==> src/rtl/cam_pkg.sv <==
// cam_pkg: shared defaults, FSM encoding and pixel packing for the camera capture path
package cam_pkg;
  localparam int DEF_IMG_W = 160;
  localparam int DEF_IMG_H = 120;
  localparam int DEF_AW = 15;
  typedef enum logic [1:0] {WAIT_VS, BLANK, ACTIVE} cam_state_t;
  function automatic logic [7:0] rgb565_to_332(input logic [7:0] hi, input logic [7:0] lo);
    return {hi[7:5], hi[2:0], lo[4:3]};
  endfunction
endpackage

==> src/rtl/cam_sync_edge.sv <==
// cam_sync_edge: two-flop synchronizer plus history flop with level and edge outputs
module cam_sync_edge (
  input  logic clk,
  input  logic rst,
  input  logic din,
  output logic lvl,
  output logic rise,
  output logic fall
);
  logic s1, s2, s3;
  // shift the asynchronous pin through the synchronizer and history stage
  always_ff @(posedge clk or negedge rst)
    if (!rst) {s1, s2, s3} <= '0;
    else {s1, s2, s3} <= {din, s1, s2};
  assign lvl = s2;
  assign rise = s2 & ~s3;
  assign fall = ~s2 & s3;
endmodule

==> src/rtl/cam_capture_rgb.sv <==
// cam_capture_rgb: oversampled OV7670-style capture, RGB565 byte pairs to RGB332 frame-buffer writes
module cam_capture_rgb
  import cam_pkg::*;
#(
  parameter int IMG_W = DEF_IMG_W,
  parameter int IMG_H = DEF_IMG_H,
  parameter int AW = DEF_AW
) (
  input  logic          clk,
  input  logic          rst,
  input  logic          CAM_pclk,
  input  logic          CAM_vsync,
  input  logic          CAM_href,
  input  logic [7:0]    CAM_px_data,
  output logic [AW-1:0] mem_addr,
  output logic [7:0]    mem_data,
  output logic          mem_we,
  output logic          frame_done,
  output logic          frame_err
);
  localparam int XW = $clog2(IMG_W + 1);
  localparam int YW = $clog2(IMG_H + 1);
  localparam int PW = AW + 10;
  localparam logic [XW-1:0] X_END = XW'(IMG_W);
  localparam logic [YW-1:0] Y_END = YW'(IMG_H);
  localparam logic [AW-1:0] A_LAST = AW'(IMG_W * IMG_H - 1);
  cam_state_t state, state_nx;
  logic pc_rise, unused_pc_lvl, unused_pc_fall;
  logic hs_lvl, hs_rise, hs_fall, vs_lvl, vs_rise, vs_fall;
  logic [7:0] d1, d2, byte1, wr_d;
  logic [XW-1:0] x;
  logic [YW-1:0] y;
  logic [AW-1:0] addr, wr_a;
  logic phase, full, wr_v, dn_v, frm_start, frm_end, cap;
  logic px_ev, ph, wr_ok;
  logic [PW-1:0] pa, pb;
  cam_sync_edge u_pclk (
    .clk(clk), .rst(rst), .din(CAM_pclk),
    .lvl(unused_pc_lvl), .rise(pc_rise), .fall(unused_pc_fall)
  );
  cam_sync_edge u_href (
    .clk(clk), .rst(rst), .din(CAM_href),
    .lvl(hs_lvl), .rise(hs_rise), .fall(hs_fall)
  );
  cam_sync_edge u_vsync (
    .clk(clk), .rst(rst), .din(CAM_vsync),
    .lvl(vs_lvl), .rise(vs_rise), .fall(vs_fall)
  );
  // data takes the same two-stage path as the pclk synchronizer so bytes line up with the detected edge
  always_ff @(posedge clk or negedge rst)
    if (!rst) {d1, d2} <= '0;
    else {d1, d2} <= {CAM_px_data, d1};
  // FSM state register
  always_ff @(posedge clk or negedge rst)
    if (!rst) state <= WAIT_VS;
    else state <= state_nx;
  // FSM next state: wait for blanking, then alternate blanking and active video on vsync edges
  always_comb
    state_nx = (state == WAIT_VS) ? (vs_lvl ? BLANK : WAIT_VS) :
               (state == BLANK)   ? (vs_fall ? ACTIVE : BLANK) :
                                    (vs_rise ? BLANK : ACTIVE);
  // FSM outputs: frame start/end events and the capture window
  always_comb begin
    frm_start = state == BLANK && vs_fall;
    frm_end = state == ACTIVE && vs_rise;
    cap = state == ACTIVE && !vs_rise;
  end
  assign px_ev = cap && hs_lvl && pc_rise;
  assign ph = phase & ~hs_rise;
  assign wr_ok = x != X_END && y != Y_END && !full;
  // byte assembly, line/frame counters and sticky error tracking
  always_ff @(posedge clk or negedge rst)
    if (!rst) begin
      {phase, full, frame_err, wr_v, dn_v} <= '0;
      {byte1, wr_d, wr_a, addr, x, y} <= '0;
    end else begin
      wr_v <= px_ev && ph && wr_ok;
      dn_v <= frm_end;
      if (frm_start) begin
        {phase, full, frame_err} <= '0;
        {addr, x, y} <= '0;
      end else if (px_ev) begin
        phase <= ~ph;
        if (!ph) byte1 <= d2;
        else begin
          wr_a <= addr;
          wr_d <= rgb565_to_332(byte1, d2);
          if (wr_ok) begin
            x <= x + 1'b1;
            full <= addr == A_LAST;
            addr <= addr == A_LAST ? addr : addr + 1'b1;
          end else frame_err <= 1'b1;
        end
      end else if (cap && hs_rise) phase <= 1'b0;
      else if (cap && hs_fall) begin
        phase <= 1'b0;
        x <= '0;
        if (phase || (x != '0 && x != X_END)) frame_err <= 1'b1;
        if (x != '0 && y != Y_END) y <= y + 1'b1;
      end
      if (frm_end && hs_lvl) frame_err <= 1'b1;
    end
  assign pa = {wr_v, wr_a, wr_d, dn_v};
  // two-stage output delay keeps writes and frame_done in order at the fixed latency
  always_ff @(posedge clk or negedge rst)
    if (!rst) begin
      pb <= '0;
      {mem_we, mem_addr, mem_data, frame_done} <= '0;
    end else begin
      pb <= pa;
      {mem_we, mem_addr, mem_data, frame_done} <= pb;
    end
endmodule

==> config.mk <==
export PLATFORM = sky130hd
export DESIGN_NAME = cam_capture_rgb
export DESIGN_NICKNAME = d
export VERILOG_FILES = /design/src/rtl/cam_pkg.sv /design/src/rtl/cam_sync_edge.sv /design/src/rtl/cam_capture_rgb.sv
export SDC_FILE = /design/constraint.sdc
export NUM_CORES = 1
export LEC_CHECK = 0
export CORE_ASPECT_RATIO = 0.5
export CORE_MARGIN = 4
export CORE_UTILIZATION = 30
export DETAILED_ROUTE_END_ITERATION = 16
export MAX_ROUTING_LAYER = met4
export PLACE_DENSITY = 0.53
export REMOVE_ABC_BUFFERS = 1
export SLEW_MARGIN = 20
export SYNTH_ARGS = -nofsm -noshare
export SYNTH_HDL_FRONTEND = slang
export SYNTH_SLANG_ARGS = --single-unit
==> constraint.sdc <==
create_clock -name clk -period 2.6 [get_ports clk]
set_clock_uncertainty 0.15 [all_clocks]
set_input_delay 0.65 -clock clk [delete_from_list [all_inputs] [get_ports clk]]
set_output_delay 0.65 -clock clk [all_outputs]
set_load 0.005 [all_outputs]
; Word level (Yosys, flattened, before mapping)
; Index checks and enable logic that the tools add are counted.
[op_classes]
n_addsub = 3
n_eq_ne = 14
mux = 37
bitwise_logic = 14
n_reduce_logical = 35
[ops]
columns = operator, count
row1 = $mux 15, 5
row2 = $mux 8, 6
row3 = $mux 7, 5
row4 = $mux 1, 17
row5 = $add 15x1->15 const B, 1
row6 = $eq 15x15->1 const B, 1
row7 = $logic_and 1x1->1, 14
row8 = $reduce_and 4->1, 3
row9 = $reduce_bool 4->1, 3
row10 = $reduce_bool 2->1, 5
row11 = $reduce_and 3->1, 3
row12 = $add 8x1->8 const B, 1
row13 = $mux 2, 4
row14 = $ne 4x3->1 const B, 2
row15 = $ne 8x8->1 const B, 1
row16 = $not 1->1, 8
row17 = $reduce_bool 8->1, 1
row18 = $add 7x1->7 const B, 1
row19 = $ne 7x7->1 const B, 1
row20 = $and 1x1->1, 6
row21 = $ne 2x2->1 const B, 3
row22 = $ne 3x2->1 const B, 2
row23 = $reduce_and 5->1, 1
row24 = $ne 4x2->1 const B, 1
row25 = other kinds (7), 8
[word_totals]
regBits = 143
input_bits = 13
output_inout_bits = 26

; Logic depth before layout (Yosys ltp)
; Gate-level depths: netlist of the first run.
[depth]
word_depth = 10
mapped_depth = 8
mapped_depth_nobuf = 6

; Modules after synthesis
; From an unflattened synthesis of the first run, not the netlist that was laid out.
[hier_totals]
cells_unflattened = 406
area_unflattened_um2 = 5018.6
[modules_own_cells]
columns = mod, n_inst, cells_per_inst, area_each_um2, seq_area_each_um2
row1 = cam_capture_rgb, 1, 391, 4748.3, 3303.2
row2 = cam_sync_edge, 3, 5, 90.1, 75.1

; Worst setup path after synthesis of the first run
; Ideal clock, no wire load.
[synth_timing]
kind = register to register
startpoint = reg u_vsync.s2, in the netlist u_vsync.lvl
endpoint = reg addr[8]
arrival_time_ns = 2.270
slack_ns = 0.102
stages_incl_launch_ff = 8
n_path_buf = 2
period_less_slack_ns = 2.498
path_cell_list = dfrtp_1 nor2b_1 or3_1 clkbuf_2 or4_1 buf_2 or4_1 a21oi_1
[synth_via]
elab_chain_len = 7
word_cells_on_any_way = 14
cone_classes = eq/ne (1) / mux (1) / bitwise (3) / reduce/logical (9)
[synth_lines]
columns = item, line
row1 = from (decl), cam_sync_edge.sv:10  ; logic s1, s2, s3;
row2 = from (signal assigned), cam_sync_edge.sv:14  ; else {s1, s2, s3} <= {din, s1, s2};
row3 = $and 1x1->1, cam_sync_edge.sv:16  ; assign rise = s2 & ~s3;
row4 = $logic_not 1->1, cam_capture_rgb.sv:66  ; cap = state == ACTIVE && !vs_rise;
row5 = $logic_and 1x1->1, cam_capture_rgb.sv:66
row6 = $logic_and 1x1->1 (2 in a row), cam_capture_rgb.sv:68  ; assign px_ev = cap && hs_lvl && pc_rise;
row7 = $reduce_bool 2->1 (no source line), --
row8 = $reduce_and 4->1 (no source line), --
row9 = to (signal assigned), cam_capture_rgb.sv:91  ; addr <= addr == A_LAST ? addr : addr + 1'b1;
row10 = to (decl), cam_capture_rgb.sv:33  ; logic [AW-1:0] addr, wr_a;
; Parallel ways exist; a longest one is shown, timed or not.
; A chain may end at the register's enable or synchronous reset.

; Final worst setup path of the first run
[layout_timing]
startpoint = reg state[0]
endpoint = reg addr[8]
[layout_via]
elab_chain_len = 6
word_cells_on_any_way = 12
cone_classes = eq/ne (3) / mux (1) / reduce/logical (8)
[layout_lines]
columns = item, line
row1 = from (decl), cam_capture_rgb.sv:27  ; cam_state_t state, state_nx;
row2 = from (signal assigned), cam_capture_rgb.sv:56  ; else state <= state_nx;
row3 = $eq 2x2->1, cam_capture_rgb.sv:66
row4 = $logic_and 1x1->1, cam_capture_rgb.sv:66
row5 = $logic_and 1x1->1 (2 in a row), cam_capture_rgb.sv:68
row6 = $reduce_bool 2->1 (no source line), --
row7 = $reduce_and 4->1 (no source line), --
; Parallel ways exist; a longest one is shown, timed or not.

==> impl_metrics.py, run 1 <==
metrics = {
    "worst_setup_path": {
        "cp_slowest_stage_delay_ns": 0.50,
        "worstPathCellList": "nand2b_4 -> or3_4 -> or4_1 -> buf_6 -> or4_1 -> a21oi_1",
        "crit_top_cell": "or4_1",
        "crit_path_end_kind": "flip-flop",
        "crit_path_top_delay_cell": "or4_1",
        "critPathKind": "reg -> reg",
        "arrival_ns": 2.67,
        "path_buf_inv": 1,
        "required_ns": 2.79,
        "start_kind": "flip-flop",
        "cp_top_family": "simple AND/OR/NAND/NOR gates",
        "crit_path_max_fanout": 18,
    },
    "cts": {
        "cts_hold_buf": 0,
        "cts_tree": "yes",
        "htree_num_levels": 4,
        "root_buffer": "clkbuf_16",
        "clock_sinks": 141,
        "numCtsBuffers": 17,
        "cts.path.max_buffers": 2,
        "clock_latency_ns": 0.41,
        "clkTransAtPathRegs_ns": 0.07,
    },
    "run_status": {
        "status": "complete, but fails checks",
        "failed_checks": "negative hold slack",
    },
    "layout": {
        "fin_area_sq_um": 6460,
        "seq_area_sq_um": 3530,
        "num_antenna_cells": 0,
        "area_growth_pct": 28.0,
        "nFillCells": 1599,
        "drive_gt1_share_pct": 19.6,
        "multi_input_area_sq_um": 1430,
        "post-route-util_pct": 39.3,
        "fin_nets": 458,
    },
    "placed_design": {
        "place_ws_ns": 0.0907,
        "post-dp-hpwl_um": 6000,
        "placedInstanceArea_sq_um": 5840,
        "gp_congestion": 0.811,
        "port_buffers": 38,
    },
    "yosys": {
        "ys_top_cells_by_area": "dfrtp_1 (70%), mux2_2 (6.2%), a21oi_1 (2.4%)",
        "async_flop_share_pct": 100,
        "synth_cell_types": 39,
        "synth_top_family_by_area": "simple AND/OR/NAND/NOR gates",
        "synth_top_area_share_pct": 69.9,
        "synth.yosys.seq_area_share_pct": 69.9,
        "ys_warn_count": 0,
        "netlist_area_sq_um": 5050,
        "synth.mux.area_fraction_pct": 7.04,
        "synthAdderAreaFrac_pct": 1.24,
        "yosysTopAreaCell": "dfrtp_1",
        "synth_ff_type": "dfrtp_1",
        "synth_xor_area_share_pct": 0.347,
        "synth.avg_cell_area_sq_um": 13.5,
        "netlist_instances": 374,
        "synth_compound_area_share_pct": 7.93,
        "synth_edf_count": 0,
        "synth-simple-area-share_pct": 11.6,
        "ys_ff_latch": 141,
    },
    "power": {
        "internal-power_mw": 3.94,
        "pwr-share-comb_pct": 5.3,
        "peakVddDrop_mv": 0.399,
        "powerDensity_nw_per_um2": 791,
        "power_frac_seq_pct": 46.5,
        "power_leakage_nw": 2.94,
        "power_switching_mw": 1.17,
        "clkPwrFrac_pct": 48.2,
        "switching_share_pct": 22.9,
    },
    "detailed_routing": {
        "drt-initial-drc-count": 165,
        "met2_length_um": 4060,
        "wl_met1_um": 4500,
        "route.detailed.drc": 0,
        "met3_wirelength_um": 359,
        "dr.max_layer_used": "met4",
        "firstDrtPassIters": 4,
        "viasPerCell": 4.49,
        "drtAntennaViolNets": 0,
        "vias": 3054,
        "wirelength_um": 9060,
        "wire_per_inst_um": 13.3,
    },
    "global_routing": {
        "grt.overflow.total": 0,
        "grt_max_degree": 48,
        "grt_first_pass_wirelength_um": 15700,
        "grtUsageTotal_pct": 10.7,
        "antenna_found_initial": 0,
        "grt_pass1_vias": 3148,
    },
    "sta": {
        "fin_crit_sh_pct": 95.5,
        "maxSlewViolCount": 0,
        "setup_violations": 0,
        "tns_ns": 0,
        "min_period_ns": 2.48,
        "fin_ws_ns": 0.117,
        "hold_slack_ns": -0.00161,
        "fmaxAchievable_ghz": 0.403,
        "rsz0062_at_grt": "no",
        "slew_headroom_pct": 59.8,
        "final_hold_viol_count": 1,
        "tightestPinTransition_ns": 0.598,
    },
    "min_path": {
        "holdCritPathClass": "in -> async",
    },
    "die": {
        "die-width_um": 191,
        "core-area_sq_um": 16400,
        "die-area_sq_um": 19100,
        "rows": 33,
        "start_util_pct": 30.7,
        "fp.dieH_um": 99.7,
        "ios": 39,
    },
    "job": {
        "maxCapViolations": 0,
    },
}
[path summary, 6_finish.rpt]
kind                                    startpoint               endpoint  slack [ns]  cells after the start
worst max-delay path            state[0]$_DFF_PN0_    addr[8]$_DFFE_PN0P_        0.12                      6
worst min-delay path                           rst    wr_d[1]$_DFFE_PN0P_      -0.002                      1
worst max register to register  state[0]$_DFF_PN0_    addr[8]$_DFFE_PN0P_        0.12                      6
worst min register to register     pb[5]$_DFF_PN0_  mem_data[4]$_DFF_PN0_        0.19                      0
max in group asynchronous                      rst       y[0]$_DFFE_PN0P_        1.65                      2
min in group clk                   pb[5]$_DFF_PN0_  mem_data[4]$_DFF_PN0_        0.19                      0
[cell type report]
class / count / area share (%)
inverter: 13 / 0.756
multi-input combinational: 208 / 22.2
tap: 227 / 4.40
clock inverter: 13 / 2.40
clock buffer: 19 / 7.01
timing repair buffer: 59 / 8.60
sequential: 141 / 54.6
[power by group through the flow]
stage	clock network (mW)	logic [mW]	registers, mW
floorplan	0	0.118	2.40
global placement	0	0.272	2.41
detailed placement	0	0.277	2.42
CTS	2.54	0.278	2.38
global route	2.64	0.309	2.39
finish	2.46	0.269	2.38
[kinds of logic (layout without fill, tap and decap cells)]
group,count (synthesis),in the layout
compound gates,66,66
xor+xnor,2,2
fa+ha+maj,5,5
buf+inv,25,104
flops,141,141
mux,32,32
simple gates,103,103
[timing repair]
item                       CTS  global route
setup buffers                0             0
setup endpoints to repair    0             4
gates resized for setup      0             2
[stage by stage]
stage / power, mW / std cells
floorplan: 2.52 / 362
CTS: 5.20 / 680
global route: 5.34 / 680
detailed placement: 2.70 / 648
finish: 5.11 / 680
global placement: 2.68 / 648
[worst reg2reg max path, cell delays in order, from the launching register on]
cell and delay (ns):
dfrtp_1 0.40, nand2b_4 0.17, or3_4 0.38, or4_1 0.49
buf_6 0.18, or4_1 0.50, a21oi_1 0.15
[registers in the layout (all words and copies together), names as in the netlist, 2 cells and up]
signal and count:
mem_addr 15, x 8, byte1 6, addr 15
wr_d 8, d1 8, pb 25, mem_data 8
y 7, state 2, wr_a 15, d2 8
[cells in the mapped netlist (2+ instances only)]
cell / instances
inv_1: 13
nand4_1: 8
a21oi_1: 24
and2_1: 3
o21ai_0: 14
ha_1: 5
o211ai_1: 5
mux2i_1: 4
nand2_1: 18
clkbuf_1: 9
a21o_1: 2
and3_1: 5
or4_1: 9
or2_2: 4
nor3_1: 5
nor2b_1: 2
a31oi_1: 4
or3_1: 9
and4_1: 3
nand2b_1: 3
nor2_1: 12
nor4_1: 3
nor4b_1: 2
dfrtp_1: 141
o31ai_1: 12
mux2_2: 28
nand3_1: 11
nand3b_1: 5
[placed cells by master, fill, tap and decap left out, drive strengths merged, types with 2 or more instances in the layout]
| cell type | count |
|---|---|
| nor4 | 3 |
| nor3 | 5 |
| ha | 5 |
| nand2 | 18 |
| mux2i | 4 |
| nand3 | 11 |
| nand4 | 8 |
| o211ai | 5 |
| nand3b | 5 |
| a31oi | 4 |
| nor2b | 2 |
| and3 | 5 |
| dfrtp | 141 |
| nand2b | 4 |
| buf | 22 |
| o31ai | 12 |
| nor4b | 2 |
| clkbuf | 19 |
| or2 | 4 |
| and4 | 3 |
| a21oi | 24 |
| clkdlybuf4s50 | 37 |
| or4 | 9 |
| bufinv | 2 |
| a21o | 2 |
| and2 | 3 |
| or3 | 9 |
| o21ai | 14 |
| clkinvlp | 5 |
| mux2 | 28 |
| nor2 | 12 |
| inv | 18 |
[layer usage]
layer	GRT usage, %	vias to the layer above
li1	-	1480
met4	4.08	0
met5	-	-
met1	14.0	1519
met3	3.26	15
met2	15.6	40
No activity file was read; power rests on OpenSTA's default activity.
==> run 2: changes to the inputs <==
- SETUP_SLACK_MARGIN: unset -> 0.3
==> run 2 against run 1 <==
Against the previous run:
- the run still ends with negative hold slack left
- non-clock buffer count up 16
- register-to-register slack improved by 0.13 ns
- worst hold slack worse by 0.0019 ns
- count of clock-buffer cells in the layout stayed put
- sequential share of layout area shrank 1.7 points
- utilization rose by 1.2 points
- first-iteration DRC count decreased by 9.1%
- critical endpoint unchanged
==> impl_metrics.py, run 2 (synthesis gave the netlist of run 1 again) <==
metrics = {
    "run_status": {
        "status": "complete, but fails checks",
        "failed_checks": "negative hold slack",
    },
    "placed_design": {
        "port_buffers": 38,
        "gp_congestion": 0.811,
        "place_ws_ns": 0.0907,
        "placedInstanceArea_sq_um": 5840,
        "post-dp-hpwl_um": 6000,
        "dpl.cell_count": 648,
    },
    "detailed_routing": {
        "viasPerCell": 4.50,
        "firstDrtPassIters": 4,
        "route.detailed.drc": 0,
        "drt-initial-drc-count": 150,
        "drtAntennaViolNets": 0,
        "vias": 3132,
        "wire_per_inst_um": 13.5,
        "wirelength_um": 9400,
    },
    "layout": {
        "largest_reg_flops": 25,
        "drive_gt1_share_pct": 25.2,
        "area_growth_pct": 32.0,
        "final_common_cell": "dfrtp_1",
        "nFillCells": 1588,
        "instances_no_fill": 696,
        "fin_nets": 474,
        "num_antenna_cells": 0,
        "layout_common_cells": "dfrtp_1 (141), clkdlybuf4s50_1 (37), buf_4 (33), mux2_2 (28), a21oi_1 (24)",
        "top_register": "pb",
        "fin_area_sq_um": 6660,
    },
    "sta": {
        "maxSlewViolCount": 0,
        "fin_crit_sh_pct": 90.3,
        "min_period_ns": 2.35,
        "fin_ws_ns": 0.251,
        "tightestPinTransition_ns": 0.697,
        "fmaxAchievable_ghz": 0.426,
        "slew_headroom_pct": 53.2,
        "setup_violations": 0,
        "hold_slack_ns": -0.00355,
        "rsz0062_at_grt": "yes",
        "final_hold_viol_count": 2,
    },
    "cts": {
        "clock_latency_ns": 0.41,
        "root_buffer": "clkbuf_16",
        "cts.path.max_buffers": 2,
        "cts_hold_buf": 0,
        "clkTransAtPathRegs_ns": 0.07,
        "clock_sinks": 141,
        "htree_num_levels": 4,
        "cts_tree": "yes",
        "numCtsBuffers": 17,
    },
    "worst_setup_path": {
        "crit_start": "u_vsync.lvl$_DFF_PN0_",
        "worstPathCellList": "nor2b_4 -> or3_4 -> or4_4 -> buf_6 -> or4_1 -> a21oi_1",
        "r2r-start": "u_vsync.lvl$_DFF_PN0_",
        "required_ns": 2.79,
        "cp_top_family": "simple AND/OR/NAND/NOR gates",
        "rrSetupSlack_ns": 0.25,
        "crit_path_max_fanout": 5,
        "arrival_ns": 2.54,
        "crit_path_top_delay_cell": "or4_1",
        "critPathKind": "reg -> reg",
        "crit_path_end_kind": "flip-flop",
        "start_kind": "flip-flop",
        "cp_slowest_stage_delay_ns": 0.49,
        "path_buf_inv": 1,
    },
    "die": {
        "die-area_sq_um": 19100,
        "rows": 33,
        "start_util_pct": 30.7,
        "fp.dieH_um": 99.7,
        "core-area_sq_um": 16400,
        "die-width_um": 191,
        "ios": 39,
    },
    "power": {
        "clkPwrFrac_pct": 48.0,
        "internal-power_mw": 3.96,
        "power_leakage_nw": 3.06,
        "pwr-share-comb_pct": 5.7,
        "power_frac_seq_pct": 46.2,
        "power.total_mw": 5.14,
        "peakVddDrop_mv": 0.402,
        "switching_share_pct": 23.0,
        "power_switching_mw": 1.18,
        "powerDensity_nw_per_um2": 771,
    },
    "global_routing": {
        "grt.overflow.total": 0,
        "grt_first_pass_wirelength_um": 16200,
        "antenna_found_initial": 0,
        "grt_max_degree": 48,
        "grt_pass1_vias": 3258,
        "grtUsageTotal_pct": 11.0,
    },
    "min_path": {
        "holdCritPathClass": "in -> async",
    },
    "job": {
        "maxCapViolations": 0,
    },
}
[run 2: cell count changes in the layout (fill, tap and decap cells not counted), moves of 2 or more]
cell,delta
buf_4,+14
ha_1,-2
buf_6,+2
ha_2,+2
nor3_1,-2
and3_1,-2
nor3_4,+2
[run 2: path summary, 6_finish.rpt]
kind	depth (start not counted)	end
max	6	addr[8]$_DFFE_PN0P_
max in group asynchronous	2	x[0]$_DFFE_PN0P_
max reg2reg	6	addr[8]$_DFFE_PN0P_
min reg2reg	0	mem_data[4]$_DFF_PN0_
min	1	wr_d[1]$_DFFE_PN0P_
min in group clk	0	mem_data[4]$_DFF_PN0_
[run 2: worst register-to-register path: cells and delay by family (launching register included)]
| kind | cells | cell delay (ns) |
|---|---|---|
| DFF | 1 | 0.38 |
| AOI/OAI and AO/OA | 1 | 0.13 |
| and+or+nand+nor | 4 | 1.46 |
| buffers and inverters | 1 | 0.15 |
[run 2: routing by layer]
metal / GRT usage [%] / vias up / routed length [um]
met2: 16.3 / 39 / 4310
met4: 4.08 / 0 / 126
li1: - / 1507 / -
met5: - / - / 0
met1: 14.3 / 1572 / 4600
met3: 3.26 / 14 / 358
[run 2: through the flow]
| stage | TNS, ns | util [%] |
|---|---|---|
| final | 0 | 40.5 |
| after global routing | 0 | 40.5 |
| after CTS | 0 | 40.1 |
| after detailed placement | 0 | 35.5 |
| after global placement | 0 | 35.5 |
| after floorplan | -65.65 | - |
[run 2: power by group through the flow]
stage	Clock, mW	Sequential [mW]	Combinational, mW
2_1_floorplan	0	2.40	0.118
3_3_place_gp	0	2.41	0.272
3_5_place_dp	0	2.42	0.277
4_1_cts	2.54	2.38	0.295
5_1_grt	2.64	2.39	0.335
6_report	2.47	2.38	0.294
[run 2: layout make-up]
| cell class | count | area [sq um] | area share [%] |
|---|---|---|---|
| Tap cell | 227 | 284 | 4.26 |
| Sequential cell | 141 | 3530 | 53.0 |
| Clock inverter | 13 | 155 | 2.33 |
| Clock buffer | 19 | 453 | 6.80 |
| Inverter | 13 | 48.8 | 0.732 |
| Timing Repair Buffer | 75 | 683 | 10.3 |
| Multi-Input combinational cell | 208 | 1510 | 22.7 |
[run 2: repair_timing]
| action | in CTS | in global routing |
|---|---|---|
| resized for setup | 13 | 9 |
| pin swaps | 9 | 6 |
| setup endpoints to repair | 24 | 29 |
| endpoints found under the hold margin | 0 | 0 |
| gates cloned | 1 | 0 |
| buffers inserted | 12 | 3 |
==> run 3: changes to the inputs <==
- CORE_MARGIN: 4 -> unset
==> run 3 against run 2 <==
Against the previous run:
- the run ends with design-rule violations left
- clock power fell by 7%
- setup slack improved by 0.0080 ns
- utilization fell by 0.36 points
==> impl_metrics.py, run 3 (synthesis gave the netlist of run 1 again) <==
metrics = {
    "run_status": {
        "status": "complete, but fails checks",
        "failed_checks": "design-rule violations",
    },
    "layout": {
        "fin_area_sq_um": 6590,
        "top_register": "pb",
        "drive_gt1_share_pct": 24.3,
        "area_growth_pct": 30.5,
        "nFillCells": 1576,
        "final_common_cell": "dfrtp_1",
        "fin_nets": 467,
        "largest_reg_flops": 25,
        "layout_common_cells": "dfrtp_1 (140), clkdlybuf4s50_1 (37), mux2_2 (28), buf_4 (25), a21oi_1 (21)",
        "num_antenna_cells": 0,
    },
    "detailed_routing": {
        "wire_per_inst_um": 13.8,
        "drt-initial-drc-count": 170,
        "route.detailed.drc": 2,
        "drtAntennaViolNets": 0,
        "viasPerCell": 4.58,
        "firstDrtPassIters": 12,
        "wirelength_um": 9500,
        "vias": 3148,
    },
    "power": {
        "peakVddDrop_mv": 0.326,
        "powerDensity_nw_per_um2": 751,
        "power.total_mw": 4.95,
        "power_leakage_nw": 3.00,
    },
    "sta": {
        "maxSlewViolCount": 0,
        "slew_headroom_pct": 47.8,
        "min_period_ns": 2.34,
        "fin_ws_ns": 0.259,
        "rsz0062_at_grt": "yes",
        "tightestPinTransition_ns": 0.776,
        "fmaxAchievable_ghz": 0.427,
        "tns_ns": 0,
        "fin_crit_sh_pct": 90.0,
        "hold_slack_ns": 0.0274,
        "setup_violations": 0,
        "final_hold_viol_count": 0,
    },
    "job": {
        "maxCapViolations": 0,
    },
    "cts": {
        "clkTransAtPathRegs_ns": 0.06,
        "cts_tree": "yes",
        "numCtsBuffers": 17,
        "clock_sinks": 141,
        "clock_latency_ns": 0.41,
        "htree_num_levels": 4,
        "cts.path.max_buffers": 2,
        "cts_hold_buf": 0,
        "root_buffer": "clkbuf_16",
    },
    "die": {
        "start_util_pct": 30.8,
        "die-area_sq_um": 17400,
        "die-width_um": 185,
        "rows": 33,
        "ios": 39,
        "fp.dieH_um": 93.7,
        "core-area_sq_um": 16400,
    },
    "worst_setup_path": {
        "cp_slowest_stage_delay_ns": 0.55,
        "crit_top_cell": "or4_4",
        "critPathKind": "reg -> reg",
        "start_kind": "flip-flop",
        "reg2regPathDepth": 5,
        "crit_path_max_fanout": 7,
        "crit_path_end_kind": "flip-flop",
        "worstPathCellList": "nand2b_4 -> or3_4 -> or4_4 -> or4_4 -> a21oi_2",
        "crit_path_top_delay_cell": "or4_4",
        "required_ns": 2.79,
        "arrival_ns": 2.53,
    },
    "placed_design": {
        "post-dp-hpwl_um": 5610,
        "placedInstanceArea_sq_um": 5830,
        "port_buffers": 38,
        "place_ws_ns": 0.0608,
        "gp_congestion": 0.789,
    },
    "global_routing": {
        "grt_first_pass_wirelength_um": 15900,
        "grt_pass1_vias": 3095,
        "grt.overflow.total": 0,
        "grt_max_degree": 55,
        "antenna_found_initial": 0,
        "grtUsageTotal_pct": 12.4,
    },
    "min_path": {
        "holdCritPathClass": "in -> async",
    },
}
[run 3: final cells by class]
cell class              instances  area [sq um]  area share, %
well taps                     227           284           4.31
clock buffers                  18           439           6.67
inverters                      13          48.8          0.741
repair buffers                 68           657           9.97
clock inverters                12           116           1.77
multi-input cells             208          1510           23.0
flip-flops and latches        141          3530           53.6
[run 3: stage by stage]
step | instances | util [%]
after floorplan | 362 | -
after global placement | 645 | 35.6
after detailed placement | 645 | 35.6
after CTS | 683 | 39.7
after global routing | 687 | 40.2
final | 687 | 40.2
[run 3: report_power, final]
group | leakage [nW] | switching (mW) | internal, mW
Combinational | 0.847 | 0.139 | 0.149
Sequential | 1.89 | 0.0568 | 2.32
Clock | 0.263 | 0.945 | 1.34
Total | 3.00 | 1.14 | 3.81
[run 3: path summary, 6_finish.rpt]
kind                                          from                      to  slack, ns
worst max-delay path            state[0]$_DFF_PN0_     addr[2]$_DFFE_PN0P_       0.26
worst min-delay path                           rst   mem_data[1]$_DFF_PN0_       0.03
max in group asynchronous                      rst     wr_a[6]$_DFFE_PN0P_       1.62
worst min register to register    pb[21]$_DFF_PN0_  mem_addr[12]$_DFF_PN0_       0.19
worst max register to register  state[0]$_DFF_PN0_     addr[2]$_DFFE_PN0P_       0.26
min in group clk                  pb[21]$_DFF_PN0_  mem_addr[12]$_DFF_PN0_       0.19
[run 3: critical path, delay by kind of cell, from the launching register on]
| kind | cells | cell delay [ns] |
|---|---|---|
| flip-flops | 1 | 0.37 |
| AO/OA/AOI/OAI | 1 | 0.15 |
| AND/OR/NAND/NOR | 4 | 1.59 |
[run 3: metal layers]
metal | global-route usage (%) | wire, um
met1 | 16.5 | 4630
met2 | 17.7 | 4330
met3 | 3.41 | 438
met4 | 5.03 | 98
met5 | - | 0
[run 3: what timing repair did]
action                                  4_1_cts  5_1_grt
gates resized for setup                       8       15
pin swaps                                     4        5
gates cloned                                  1        0
endpoints found under the setup margin       16       16
buffers inserted                              7        4
